**src/rtl/uart_tx_arbiter.sv**
```systemverilog
// Two-requester arbiter in front of a UART transmit FIFO. Owns the grant for a
// whole packet, alternates ownership on contention and revokes an idle grant.
module uart_tx_arbiter #(
  parameter int TIMEOUT = 1024
) (
  input  logic       clk,
  input  logic       reset,
  input  logic       req0,
  input  logic [7:0] data0,
  input  logic       last0,
  output logic       ack0,
  input  logic       req1,
  input  logic [7:0] data1,
  input  logic       last1,
  output logic       ack1,
  input  logic       tx_full,
  output logic       wr_uart,
  output logic [7:0] w_data,
  output logic       grant0,
  output logic       grant1,
  output logic       timeout_evt
);

  typedef enum logic [1:0] {
    IDLE = 2'd0,
    GNT0 = 2'd1,
    GNT1 = 2'd2
  } state_t;

  localparam logic [15:0] IDLE_LIMIT = 16'(TIMEOUT - 1);

  state_t      state_reg, state_next;
  logic        prio_reg, prio_next;     // 1 favours channel 1 on contention
  logic [15:0] idle_cnt_reg, idle_cnt_next;

  logic req_sel;
  logic last_sel;
  logic xfer;
  logic timeout_hit;

  // View of the channel that currently owns the UART; all zero in IDLE.
  always_comb begin
    req_sel  = 1'b0;
    last_sel = 1'b0;
    case (state_reg)
      GNT0: begin
        req_sel  = req0;
        last_sel = last0;
      end
      GNT1: begin
        req_sel  = req1;
        last_sel = last1;
      end
      default: begin
        req_sel  = 1'b0;
        last_sel = 1'b0;
      end
    endcase
  end

  assign xfer        = req_sel && !tx_full;
  assign timeout_hit = (state_reg != IDLE) && !req_sel && (idle_cnt_reg == IDLE_LIMIT);

  always_ff @(posedge clk or posedge reset) begin
    if (reset) begin
      state_reg    <= IDLE;
      prio_reg     <= 1'b0;
      idle_cnt_reg <= '0;
    end else begin
      state_reg    <= state_next;
      prio_reg     <= prio_next;
      idle_cnt_reg <= idle_cnt_next;
    end
  end

  always_comb begin
    state_next    = state_reg;
    prio_next     = prio_reg;
    idle_cnt_next = idle_cnt_reg;
    case (state_reg)
      IDLE: begin
        idle_cnt_next = '0;
        if (req0 && req1) begin
          state_next = prio_reg ? GNT1 : GNT0;
        end else if (req0) begin
          state_next = GNT0;
        end else if (req1) begin
          state_next = GNT1;
        end
      end
      GNT0, GNT1: begin
        // A stalled byte (tx_full) keeps req high, so it never counts as idle.
        if (req_sel) begin
          idle_cnt_next = '0;
        end else begin
          idle_cnt_next = idle_cnt_reg + 16'd1;
        end
        if ((xfer && last_sel) || timeout_hit) begin
          state_next = IDLE;
          prio_next  = (state_reg == GNT0);
        end
      end
      default: begin
        state_next = IDLE;
      end
    endcase
  end

  always_comb begin
    grant0      = (state_reg == GNT0);
    grant1      = (state_reg == GNT1);
    wr_uart     = xfer;
    ack0        = xfer && (state_reg == GNT0);
    ack1        = xfer && (state_reg == GNT1);
    timeout_evt = timeout_hit;
    case (state_reg)
      GNT0:    w_data = data0;
      GNT1:    w_data = data1;
      default: w_data = 8'h00;
    endcase
  end

endmodule

```
**config.mk**
```make
export PLATFORM = sky130hd
export DESIGN_NAME = uart_tx_arbiter
export DESIGN_NICKNAME = d
export VERILOG_FILES = /design/src/rtl/uart_tx_arbiter.sv
export SDC_FILE = /design/constraint.sdc
export NUM_CORES = 1
export LEC_CHECK = 0
export CORE_ASPECT_RATIO = 0.6
export CORE_UTILIZATION = 39
export DETAILED_ROUTE_END_ITERATION = 10
export PLACE_DENSITY = 0.7
export SYNTH_ARGS = -nofsm -noshare
export SYNTH_HDL_FRONTEND = slang
export SYNTH_SLANG_ARGS = --single-unit
export TNS_END_PERCENT = 20
```
**constraint.sdc**
```tcl
create_clock -name clk -period 2.2 [get_ports clk]
set_input_delay 0.33 -clock clk [delete_from_list [all_inputs] [get_ports clk]]
set_output_delay 0.33 -clock clk [all_outputs]
set_load 0.05 [all_outputs]
```
==> results of run 1 <==
[routing by layer]
| layer | global-route usage | wire, µm | vias up |
|---|---|---|---|
| met2 | 0.361 | 1670 | 40 |
| li1 | - | - | 550 |
| met1 | 0.339 | 1690 | 586 |
| met5 | 0 | 0 | - |
| met4 | 0.0731 | 92 | 0 |
| met3 | 0.0647 | 192 | 10 |
[power groups by stage]
| stage | Combinational (mW) | Sequential (mW) | Clock, mW |
|---|---|---|---|
| global placement | 1.16 | 0.437 | 0 |
| global route | 1.36 | 0.447 | 0.261 |
| finish | 1.30 | 0.442 | 0.240 |
| detailed placement | 1.20 | 0.441 | 0 |
| CTS | 1.21 | 0.435 | 0.244 |
| floorplan | 0.773 | 0.430 | 0 |
[path summary, 6_finish.rpt]
| check | from | end | slack, ns | depth (start not counted) |
|---|---|---|---|---|
| setup / recovery | state_reg[0]$_DFFE_PP0P_ | timeout_evt | 0.009 | 6 |
| hold / removal | reset | idle_cnt_reg[2]$_DFFE_PP0P_ | 0.50 | 2 |
| setup reg to reg | state_reg[0]$_DFFE_PP0P_ | prio_reg$_DFFE_PP0P_ | 0.12 | 8 |
| hold reg to reg | idle_cnt_reg[0]$_DFFE_PP0P_ | idle_cnt_reg[0]$_DFFE_PP0P_ | 0.55 | 1 |
| max in group asynchronous | reset | state_reg[0]$_DFFE_PP0P_ | 1.21 | 2 |
| min in group clk | idle_cnt_reg[0]$_DFFE_PP0P_ | idle_cnt_reg[0]$_DFFE_PP0P_ | 0.55 | 1 |
[placed cells by master (no fill, tap or decap), types with 2 or more instances in the layout]
| master | instances |
|---|---|
| sky130_fd_sc_hd__clkbuf_8 | 3 |
| sky130_fd_sc_hd__clkdlybuf4s50_1 | 22 |
| sky130_fd_sc_hd__nand4_1 | 2 |
| sky130_fd_sc_hd__nor4b_4 | 2 |
| sky130_fd_sc_hd__buf_12 | 12 |
| sky130_fd_sc_hd__nor2_2 | 4 |
| sky130_fd_sc_hd__ha_4 | 3 |
| sky130_fd_sc_hd__nand2_1 | 13 |
| sky130_fd_sc_hd__xor2_1 | 7 |
| sky130_fd_sc_hd__dfrtp_2 | 2 |
| sky130_fd_sc_hd__inv_1 | 4 |
| sky130_fd_sc_hd__nor3_1 | 3 |
| sky130_fd_sc_hd__inv_4 | 2 |
| sky130_fd_sc_hd__dfrtp_1 | 17 |
| sky130_fd_sc_hd__nor2_1 | 23 |
| sky130_fd_sc_hd__a22oi_1 | 9 |
| sky130_fd_sc_hd__xnor2_1 | 4 |
| sky130_fd_sc_hd__o21ai_0 | 4 |
| sky130_fd_sc_hd__and2_2 | 2 |
| sky130_fd_sc_hd__mux2i_1 | 2 |
| sky130_fd_sc_hd__nand3_1 | 6 |
| sky130_fd_sc_hd__a21oi_1 | 2 |
| sky130_fd_sc_hd__buf_4 | 8 |
[stage by stage]
step           setup slack (ns)  area, µm²  hold slack [ns]
2_1_floorplan           -0.0631       1260            0.281
3_3_place_gp              0.171       1790            0.518
3_5_place_dp             0.0929       1790            0.534
4_1_cts                 0.00391       1850            0.535
5_1_grt                 -0.0673       1890            0.569
6_report                0.00903       1890            0.500
[kinds of logic (layout without fill, tap and decap cells)]
group           Yosys count  after routing
fa+ha+maj                 5              5
simple gates             65             65
flops                    19             19
xor+xnor                 11             11
buf+inv                  11             53
mux                       3              3
compound gates           21             21
[repair_timing]
item / 4_1_cts / 5_1_grt
hold buffers: 0 / 0
gates resized for setup: 1 / 10
setup endpoints to repair: 1 / 22
pin swaps: 3 / 3
setup buffers: 2 / 2
[cell type report]
class	instances	area (µm²)
Inverter	7	35.0
Fill cell	237	997
Timing Repair Buffer	42	520
Clock buffer	4	45.0
Sequential cell	19	478
Multi-Input combinational cell	105	762
Tap cell	42	52.6
==> summary.md, run 1 <==
| Metric | Value |
|---|---|
| Result of the run | finished clean |
| Number of placed I/O pins | 37 |
| Critical Path RT | 1.87 ns |
| Compound-Gate Fraction of Synth Area | 0.123 |
| Count of antenna diodes in the layout | 0 |
| P_leak | 0.785 nW |
| Power per unit of standard cell area | 1040 nW/µm² |
| Max Clock Skew | 0.00185 ns |
| Clock tree sinks | 19 |
| Pin count of the biggest net entering global routing | 20 |
| Mapped Nets | 163 |
| Placed Instances | 211 |
| Worst path bufs/invs | 2 |
| DRC errors left | 0 |
| Number of buffer cells added on primary ports | 36 |
| Initial Utilization | 0.415 |
| Final-report setup violation count | 0 |
| Multiplexer share of the synthesized area | 0.0292 |
| Mean Syn Cell Area | 8.88 µm² |
| Clock-pin slew reported for the worst setup and hold paths after clock tree synthesis | 0.07 ns |
| Fraction of registers with async set/reset | 1.00 |
| Fraction of final layout cells with drive strength greater than 1 | 0.282 |
| Top delay family on crit path | simple AND/OR/NAND/NOR gates |
| Delay contributed by the slowest stage of the critical path | 0.42 ns |
| Cell area after technology mapping | 1200 µm² |
| Type of element capturing the critical path | primary output |
| Clk Tree Root Cell | sky130_fd_sc_hd__clkbuf_8 |
| CTS tree | done |
| Final instance count without filler cells | 219 |
| Die height | 44.9 µm |
| Relative contribution of the clock network to total power | 0.121 |
| Worst path most repeated cell | sky130_fd_sc_hd__nor4b_4 |
| Psw | 0.914 mW |
| Tot GR Track Use | 0.239 |
| Critical path start-end classification | reg2out |
| Crit path max-delay cell type | sky130_fd_sc_hd__dfrtp_2 |
| Internal power of the cells | 1.06 mW |
| Vias in the first global route | 1142 |
| Class of the worst hold path | in2async |
| Main combinational cell family by area after synthesis | simple AND/OR/NAND/NOR gates |
| Primary flip-flop cell chosen by synthesis mapping | sky130_fd_sc_hd__dfrtp_1 |
| Fraction of synthesized cell area taken by the top area cell type | 0.397 |
| Number of synthesized register bits | 19 |
| Routed Antenna Nets | 0 |
| List of most frequent post-synthesis cells | sky130_fd_sc_hd__nor2_1 (28), sky130_fd_sc_hd__dfrtp_1 (19), sky130_fd_sc_hd__nand2_1 (13) |
| Syn-to-layout area delta | 57.9% |
| Final critical-path share of the clock period | 0.996 |
| X dimension of the die | 73.6 µm |
| CTS max path bufs | 2 |
| Fraction of the mapped netlist area in simple logic gates | 0.283 |
| Number of antenna violations at the first check in global routing | 0 |
| Slew at the pin closest to its max-slew limit | 0.708 ns |
| Hold violation total from the final report | 0 |
| Post-synthesis share of cell area spent on full adders, half adders and majority gates | 0.0522 |
| Sort of element at the start of the critical path | register |
| First-pass GRT wire length | 5.58 mm |
| Iteration count of the initial detailed-routing pass | 4 |
| Number of buffers inserted during clock tree synthesis | 3 |
| Max Clk Rate | 456 MHz |
| Half-perimeter wire length after placement | 2.83 mm |
| Worst path arrival time | 1.86 ns |
| DRT iter0 DRCs | 80 |
| Last weighted congestion value of the routability-driven placer | 0.758 |
| Via-to-Cell Ratio | 5.42 |
| Sequential element share of the synthesized area | 0.397 |
| RSZ-0062 raised after global routing | true |
| Overall die area | 3310 µm² |
| Net total in the final layout | 206 |
| Post-synthesis share of cell area spent on xor and xnor gates | 0.0804 |
| Logic pwr share | 0.655 |
| Sw Ratio | 0.462 |
| Peak ir drop on the vdd network | 0.000582 V |
| Crit path max fanout | 3 |
| Number of enable flip-flop cells after synthesis | 0 |
| Post-layout utilization of the core | 0.655 |
| Slew Limit Headroom | 0.527 |
| Placeable core area | 2890 µm² |
| Max-slew violations | 0 |
| Final critical delay including setup and external delays | 2.19 ns |
| Cell Chain, Critical Path | inv_4, ha_4, nor4b_4, nand4_1, nor4b_4, buf_12 |
| Aggregate negative setup slack | 0 ns |
| Total routed wirelength | 3.64 mm |
| Most used standard cell by instance count after synthesis | sky130_fd_sc_hd__nor2_1 |
| Total number of vias | 1186 |
| Seq pwr share | 0.223 |
| Synth cell types | 34 |
| Grt total ovfl | 0 |
| Leading post-synthesis cells by cell area | sky130_fd_sc_hd__dfrtp_1 (40%), sky130_fd_sc_hd__nor2_1 (8.8%), sky130_fd_sc_hd__a22oi_1 (6.3%) |
| Max capacitance violation total | 0 |
| Number of rows created at floorplan | 15 |
| Level count of the clock H-tree | 1 |
| Number of flip-flops in the largest register | 16 |
| Yosys warns | 0 |
| Insertion delay of the later-clocked pin in the worst-skew pair | 0.26 ns |
| Wire per inst | 16.6 µm |
| Gate Count Post-Synth | 135 |
| Power, Total | 1.98 mW |
| Dominant cell type by area after synthesis | sky130_fd_sc_hd__dfrtp_1 |
Note: power is estimated with default switching activity, not from simulation.
==> run 2, diff against run 1 <==
Settings changed: MAX_ROUTING_LAYER set to met4.
==> run 2 against run 1 <==
Effect of this change:
- final area did not move
- utilization did not move
- setup slack improved by 0.0030 ns
- hold slack got worse by 0.0027 ns
- count of clock-buffer cells in the layout did not move
- clock power barely moved
- wire length fell by 0.47%
- sequential cell count did not move
- first-iteration DRC count fell by 13%
- sequential share of layout area did not move
- critical path type unchanged
- largest cell class unchanged
==> summary.md, run 2 (synthesis gave the netlist of run 1 again) <==
| Metric | Value |
|---|---|
| Final-report setup violation count | 0 (unchanged) |
| Delay contributed by the slowest stage of the critical path | 0.42 ns (about the same) |
| Top delay family on crit path | simple AND/OR/NAND/NOR gates (unchanged) |
| Number of placed I/O pins | 37 (unchanged) |
| Number of antenna violations at the first check in global routing | 0 (unchanged) |
| Max-slew violations | 0 (unchanged) |
| Power per unit of standard cell area | 1040 nW/µm² (about the same) |
| CTS max path bufs | 2 (unchanged) |
| Final critical-path share of the clock period | 0.995 (was 0.996) |
| Initial Utilization | 0.415 (unchanged) |
| Type of element capturing the critical path | primary output (unchanged) |
| Peak ir drop on the vdd network | 0.000583 V (was 0.000582 V) |
| Cell Chain, Critical Path | inv_4, ha_4, nor4b_4, nand4_1, nor4b_4, buf_12 (unchanged) |
| Critical path start-end classification | reg2out (unchanged) |
| DRC errors left | 0 (unchanged) |
| Syn-to-layout area delta | 57.9% (unchanged) |
| Setup ws final | 0.0120 ns (was 0.00903 ns) |
| Iteration count of the initial detailed-routing pass | 4 (unchanged) |
| Aggregate negative setup slack | 0 ns (unchanged) |
| Final critical delay including setup and external delays | 2.19 ns (about the same) |
| Cells on worst reg2reg path | 8 (unchanged) |
| RSZ-0062 raised after global routing | true (unchanged) |
| Last weighted congestion value of the routability-driven placer | 0.768 (was 0.758) |
| Worst path bufs/invs | 2 (unchanged) |
| Number of buffers inserted during clock tree synthesis | 3 (unchanged) |
| Routed Antenna Nets | 0 (unchanged) |
| Grt total ovfl | 0 (unchanged) |
| Class of the worst hold path | in2async (unchanged) |
| Setup Slack @ Placement | 0.0929 ns (unchanged) |
| Clock-pin slew reported for the worst setup and hold paths after clock tree synthesis | 0.07 ns (about the same) |
| CTS tree | done (unchanged) |
| Placeable core area | 2890 µm² (unchanged) |
| Max Clock Skew | 0.00202 ns (was 0.00185 ns) |
| Hold violation total from the final report | 0 (unchanged) |
| Sort of element at the start of the critical path | register (unchanged) |
| Clock tree sinks | 19 (unchanged) |
| Clk Tree Root Cell | sky130_fd_sc_hd__clkbuf_8 (unchanged) |
| Commonest cells after routing, fill and taps aside | sky130_fd_sc_hd__nor2_1 (23), sky130_fd_sc_hd__clkdlybuf4s50_1 (22), sky130_fd_sc_hd__dfrtp_1 (17) (unchanged) |
| Most common cell after layout, fill and taps aside | sky130_fd_sc_hd__nor2_1 (unchanged) |
| Result of the run | finished clean (unchanged) |
| Via-to-Cell Ratio | 5.36 (was 5.42) |
| Insertion delay of the later-clocked pin in the worst-skew pair | 0.26 ns (about the same) |
| P_leak | 0.785 nW (unchanged) |
| Level count of the clock H-tree | 1 (unchanged) |
| Fraction of final layout cells with drive strength greater than 1 | 0.282 (unchanged) |
| Max Clk Rate | 457 MHz (was 456 MHz) |
| Overall die area | 3310 µm² (unchanged) |
| Wire per inst | 16.5 µm (was 16.6 µm) |
| First-pass GRT wire length | 5.58 mm (about the same) |
| Count of antenna diodes in the layout | 0 (unchanged) |
| X dimension of the die | 73.6 µm (unchanged) |
| Die height | 44.9 µm (unchanged) |
| Crit path max fanout | 3 (unchanged) |
| Fin area | 1890 µm² (unchanged) |
| Vias in the first global route | 1140 (was 1142) |
| Standard cell area after detailed placement | 1790 µm² (unchanged) |
| Tot GR Track Use | 0.247 (was 0.239) |
| Net total in the final layout | 206 (unchanged) |
| Pin count of the biggest net entering global routing | 20 (unchanged) |
| Number of flip-flops in the largest register | 16 (unchanged) |
| Half-perimeter wire length after placement | 2.83 mm (unchanged) |
| Critical Path RT | 1.87 ns (about the same) |
| Number of rows created at floorplan | 15 (unchanged) |
| Slew at the pin closest to its max-slew limit | 0.704 ns (was 0.708 ns) |
| DRT iter0 DRCs | 70 (was 80) |
| Max capacitance violation total | 0 (unchanged) |
| Slew Limit Headroom | 0.530 (was 0.527) |
| Worst path arrival time | 1.86 ns (about the same) |
| Total routed wirelength | 3.62 mm (was 3.64 mm) |
| Critical path depth | 6 (unchanged) |
| Number of buffer cells added on primary ports | 36 (unchanged) |
| Crit path max-delay cell type | sky130_fd_sc_hd__dfrtp_2 (unchanged) |
| Worst path most repeated cell | sky130_fd_sc_hd__nor4b_4 (unchanged) |
| Hold_buf cts | 0 (unchanged) |
| Total number of vias | 1173 (was 1186) |
-- run 2: cell counts in the layout (fill, tap and decap cells not counted) --
Identical to the previous run, type by type.
-- run 2: per-layer routing --
layer | GRT usage | routed length [µm]
met1 | 0.340 | 1660
met2 | 0.361 | 1660
met3 | 0.0625 | 211
met4 | 0.0731 | 93
met5 | - | 0
-- run 2: power by group --
part           internal [mW]  switching, mW
clock network          0.129          0.113
registers              0.390         0.0513
logic                  0.544          0.750
-- run 2: worst paths after layout --
kind	to	startpoint	slack, ns
min in group clk	idle_cnt_reg[0]$_DFFE_PP0P_	idle_cnt_reg[0]$_DFFE_PP0P_	0.55
hold reg to reg	idle_cnt_reg[0]$_DFFE_PP0P_	idle_cnt_reg[0]$_DFFE_PP0P_	0.55
hold / removal	idle_cnt_reg[2]$_DFFE_PP0P_	reset	0.50
setup / recovery	timeout_evt	state_reg[0]$_DFFE_PP0P_	0.01
setup reg to reg	prio_reg$_DFFE_PP0P_	state_reg[0]$_DFFE_PP0P_	0.13
max in group asynchronous	state_reg[0]$_DFFE_PP0P_	reset	1.21
-- run 2: layout make-up --
class	instances	area [µm²]
Fill cell	237	997
Multi-Input combinational cell	105	762
Timing Repair Buffer	42	520
Sequential cell	19	478
Tap cell	42	52.6
Clock buffer	4	45.0
Inverter	7	35.0
-- run 2: through the flow --
| step | hold slack (ns) | total power [mW] | instances | utilization |
|---|---|---|---|---|
| 6_report | 0.497 | 1.98 | 219 | 0.655 |
| 3_5_place_dp | 0.534 | 1.64 | 211 | 0.618 |
| 2_1_floorplan | 0.281 | 1.20 | 135 | - |
| 5_1_grt | 0.569 | 2.06 | 219 | 0.655 |
| 4_1_cts | 0.535 | 1.89 | 217 | 0.642 |
| 3_3_place_gp | 0.518 | 1.59 | 211 | 0.618 |
-- run 2: what timing repair did --
action                     in CTS  in global routing
setup buffers                   2                  2
setup endpoints to repair       1                 22
pin swaps                       3                  3
gates resized for setup         1                 10
==> run 3, diff against run 2 <==
Settings changed: CTS_BUF_LIST set to sky130_fd_sc_hd__clkbuf_4 sky130_fd_sc_hd__clkbuf_8 sky130_fd_sc_hd__clkbuf_16, PLACE_DENSITY 0.7 to not set, PLACE_DENSITY_LB_ADDON set to 0.1.
==> run 3 against run 2 <==
Effect of this change:
- non-clock buffer count up 1
- total power down 1.6%
- global-route usage down 3.1 points
- hold slack worse by 0.0046 ns
- fmax down 3.7%
- sequential power down 2%
- die area unchanged
- clock power up 9.5%
- first-iteration DRC count down 33%
- largest cell class unchanged
- sequential cell count unchanged
- the run now ends with negative setup slack left
==> summary.md, run 3 (synthesis gave the netlist of run 1 again) <==
| Metric | Value |
|---|---|
| Hold violation total from the final report | 0 (unchanged) |
| Number of buffers inserted during clock tree synthesis | 3 (unchanged) |
| DRT iter0 DRCs | 47 (was 70) |
| Number of buffer cells added on primary ports | 36 (unchanged) |
| Syn-to-layout area delta | 56.9% (was 57.9%) |
| Grt total ovfl | 0 (unchanged) |
| DRC errors left | 0 (unchanged) |
| Internal power of the cells | 1.06 mW (about the same) |
| Standard cell area after detailed placement | 1790 µm² (unchanged) |
| Power per unit of standard cell area | 1030 nW/µm² (was 1040 nW/µm²) |
| Number of antenna violations at the first check in global routing | 0 (unchanged) |
| Type of element capturing the critical path | primary output (unchanged) |
| Number of rows created at floorplan | 15 (unchanged) |
| Critical path start-end classification | reg2out (unchanged) |
| Via-to-Cell Ratio | 5.16 (was 5.36) |
| Die height | 44.9 µm (unchanged) |
| Final critical delay including setup and external delays | 2.27 ns (was 2.19 ns) |
| Final critical-path share of the clock period | 1.03 (was 0.995) |
| Max capacitance violation total | 0 (unchanged) |
| Max-slew violations | 0 (unchanged) |
| Placed Instances | 211 (unchanged) |
| Critical Path RT | 1.87 ns (about the same) |
| Number of placed I/O pins | 37 (unchanged) |
| Insertion delay of the later-clocked pin in the worst-skew pair | 0.26 ns (about the same) |
| Peak ir drop on the vdd network | 0.000635 V (was 0.000583 V) |
| Clock-pin slew reported for the worst setup and hold paths after clock tree synthesis | 0.07 ns (about the same) |
| Post-layout utilization of the core | 0.651 (was 0.655) |
| Placeable core area | 2890 µm² (unchanged) |
| Routed Antenna Nets | 0 (unchanged) |
| Final instance count without filler cells | 220 (was 219) |
| Relative contribution of the clock network to total power | 0.136 (was 0.122) |
| Final-report setup violation count | 1 (was 0) |
| Result of the run | complete, but fails checks (was finished clean) |
| Overall die area | 3310 µm² (unchanged) |
| Area occupied by multi-input gates | 744 µm² (was 762 µm²) |
| Setup ws final | -0.0732 ns (was 0.0120 ns) |
| Worst slack on hold paths | 0.493 ns (was 0.497 ns) |
| Crit path max fanout | 4 (was 3) |
| Last weighted congestion value of the routability-driven placer | 0.868 (was 0.768) |
| Net total in the final layout | 207 (was 206) |
| Tot GR Track Use | 0.216 (was 0.247) |
| Worst path arrival time | 1.94 ns (was 1.86 ns) |
| Total routed wirelength | 3.25 mm (was 3.62 mm) |
| Psw | 0.889 mW (was 0.914 mW) |
| Max Clk Rate | 440 MHz (was 457 MHz) |
| Initial Utilization | 0.415 (unchanged) |
| Most common cell after layout, fill and taps aside | sky130_fd_sc_hd__nor2_1 (unchanged) |
| Pin count of the biggest net entering global routing | 20 (unchanged) |
| Clk Tree Root Cell | sky130_fd_sc_hd__clkbuf_8 (unchanged) |
| Class of the worst hold path | in2async (unchanged) |
| Wire per inst | 14.8 µm (was 16.5 µm) |
| Slew Limit Headroom | 0.510 (was 0.530) |
| Number of flip-flops in the largest register | 16 (unchanged) |
| Power, Total | 1.95 mW (was 1.98 mW) |
| Half-perimeter wire length after placement | 2.47 mm (was 2.83 mm) |
| X dimension of the die | 73.6 µm (unchanged) |
| Logic pwr share | 0.641 (was 0.655) |
| RSZ-0062 raised after global routing | true (unchanged) |
| Worst setup path startpoint | state_reg[1]$_DFFE_PP0P_ (was state_reg[0]$_DFFE_PP0P_) |
| Max Clock Skew | 0.00343 ns (was 0.00202 ns) |
| Commonest cells after routing, fill and taps aside | sky130_fd_sc_hd__nor2_1 (26), sky130_fd_sc_hd__clkdlybuf4s50_1 (22), sky130_fd_sc_hd__dfrtp_1 (18) (was sky130_fd_sc_hd__nor2_1 (23), sky130_fd_sc_hd__clkdlybuf4s50_1 (22), sky130_fd_sc_hd__dfrtp_1 (17)) |
| CTS max path bufs | 2 (unchanged) |
| Fin area | 1880 µm² (was 1890 µm²) |
| Hold_buf cts | 0 (unchanged) |
| Seq pwr share | 0.223 (about the same) |
| Total of fill cells in the finished design | 234 (was 237) |
| Sort of element at the start of the critical path | register (unchanged) |
| Level count of the clock H-tree | 1 (unchanged) |
| Count of antenna diodes in the layout | 0 (unchanged) |
| First-pass GRT wire length | 5.02 mm (was 5.58 mm) |
| Reg2reg start | state_reg[1]$_DFFE_PP0P_ (was state_reg[0]$_DFFE_PP0P_) |
| CTS tree | done (unchanged) |
| Vias in the first global route | 998 (was 1140) |
| Fraction of final layout cells with drive strength greater than 1 | 0.264 (was 0.282) |
| Violations in the final reports | negative setup slack |
| Flip-flop and latch area | 477 µm² (was 478 µm²) |
| Slew at the pin closest to its max-slew limit | 0.734 ns (was 0.704 ns) |
| Iteration count of the initial detailed-routing pass | 4 (unchanged) |
| Total number of vias | 1135 (was 1173) |
| Sw Ratio | 0.457 (was 0.462) |
| P_leak | 0.795 nW (was 0.785 nW) |
| Clock tree sinks | 19 (unchanged) |
## run 3: cell types whose count changed in the layout (fill, tap and decap cells not counted), moves of 2 or more
cell / before / now
sky130_fd_sc_hd__inv_4: 2 / 0
sky130_fd_sc_hd__nor2_1: 23 / 26
sky130_fd_sc_hd__nor2_2: 4 / 1
sky130_fd_sc_hd__inv_2: 0 / 2
## run 3: stage by stage
step,TNS (ns),setup slack (ns)
after floorplan,-0.166,-0.0631
after global routing,-0.381,-0.154
after global placement,0,0.173
after detailed placement,0,0.0861
final,-0.0732,-0.0732
after CTS,-0.0185,-0.0185
## run 3: power by group through the flow
stage / sequential, mW / clock (mW) / combinational (mW)
after global placement: 0.437 / 0 / 1.16
after detailed placement: 0.438 / 0 / 1.19
after floorplan: 0.430 / 0 / 0.773
final: 0.434 / 0.265 / 1.25
after CTS: 0.432 / 0.265 / 1.20
after global routing: 0.439 / 0.286 / 1.33
## run 3: final cells by class
| class | count | area share |
|---|---|---|
| Tap cell | 42 | 0.0279 |
| Sequential cell | 19 | 0.253 |
| Multi-Input combinational cell | 105 | 0.396 |
| Timing Repair Buffer | 43 | 0.281 |
| Clock buffer | 4 | 0.0259 |
| Inverter | 7 | 0.0160 |
## run 3: timing repair
| item | CTS | global route |
|---|---|---|
| setup endpoints to repair | 1 | 14 |
| pin swaps | 2 | 3 |
| resized for setup | 0 | 4 |
| buffers inserted | 3 | 2 |
## run 3: path summary, 6_finish.rpt
path | endpoint | slack (ns) | cells after the start
setup / recovery | timeout_evt | -0.07 | 6
hold / removal | idle_cnt_reg[15]$_DFFE_PP0P_ | 0.49 | 2
setup reg to reg | state_reg[0]$_DFFE_PP0P_ | 0.03 | 8
hold reg to reg | prio_reg$_DFFE_PP0P_ | 0.54 | 1
max in group asynchronous | state_reg[0]$_DFFE_PP0P_ | 1.20 | 2
min in group clk | prio_reg$_DFFE_PP0P_ | 0.54 | 1
## run 3: worst max-delay path, cell delays in order, from the launching register on
cell and delay, ns:
sky130_fd_sc_hd__dfrtp_1 0.43, sky130_fd_sc_hd__inv_2 0.10, sky130_fd_sc_hd__ha_4 0.19, sky130_fd_sc_hd__nor4b_2 0.21, sky130_fd_sc_hd__nand4_1 0.18, sky130_fd_sc_hd__nor4b_4 0.40, sky130_fd_sc_hd__buf_12 0.18
## run 3: routing by layer
layer,GRT usage,vias up,part of all wire
li1,-,553,-
met3,0.0491,7,0.057
met5,-,-,0
met2,0.283,30,0.38
met4,0.0769,0,0.015
met1,0.322,545,0.54
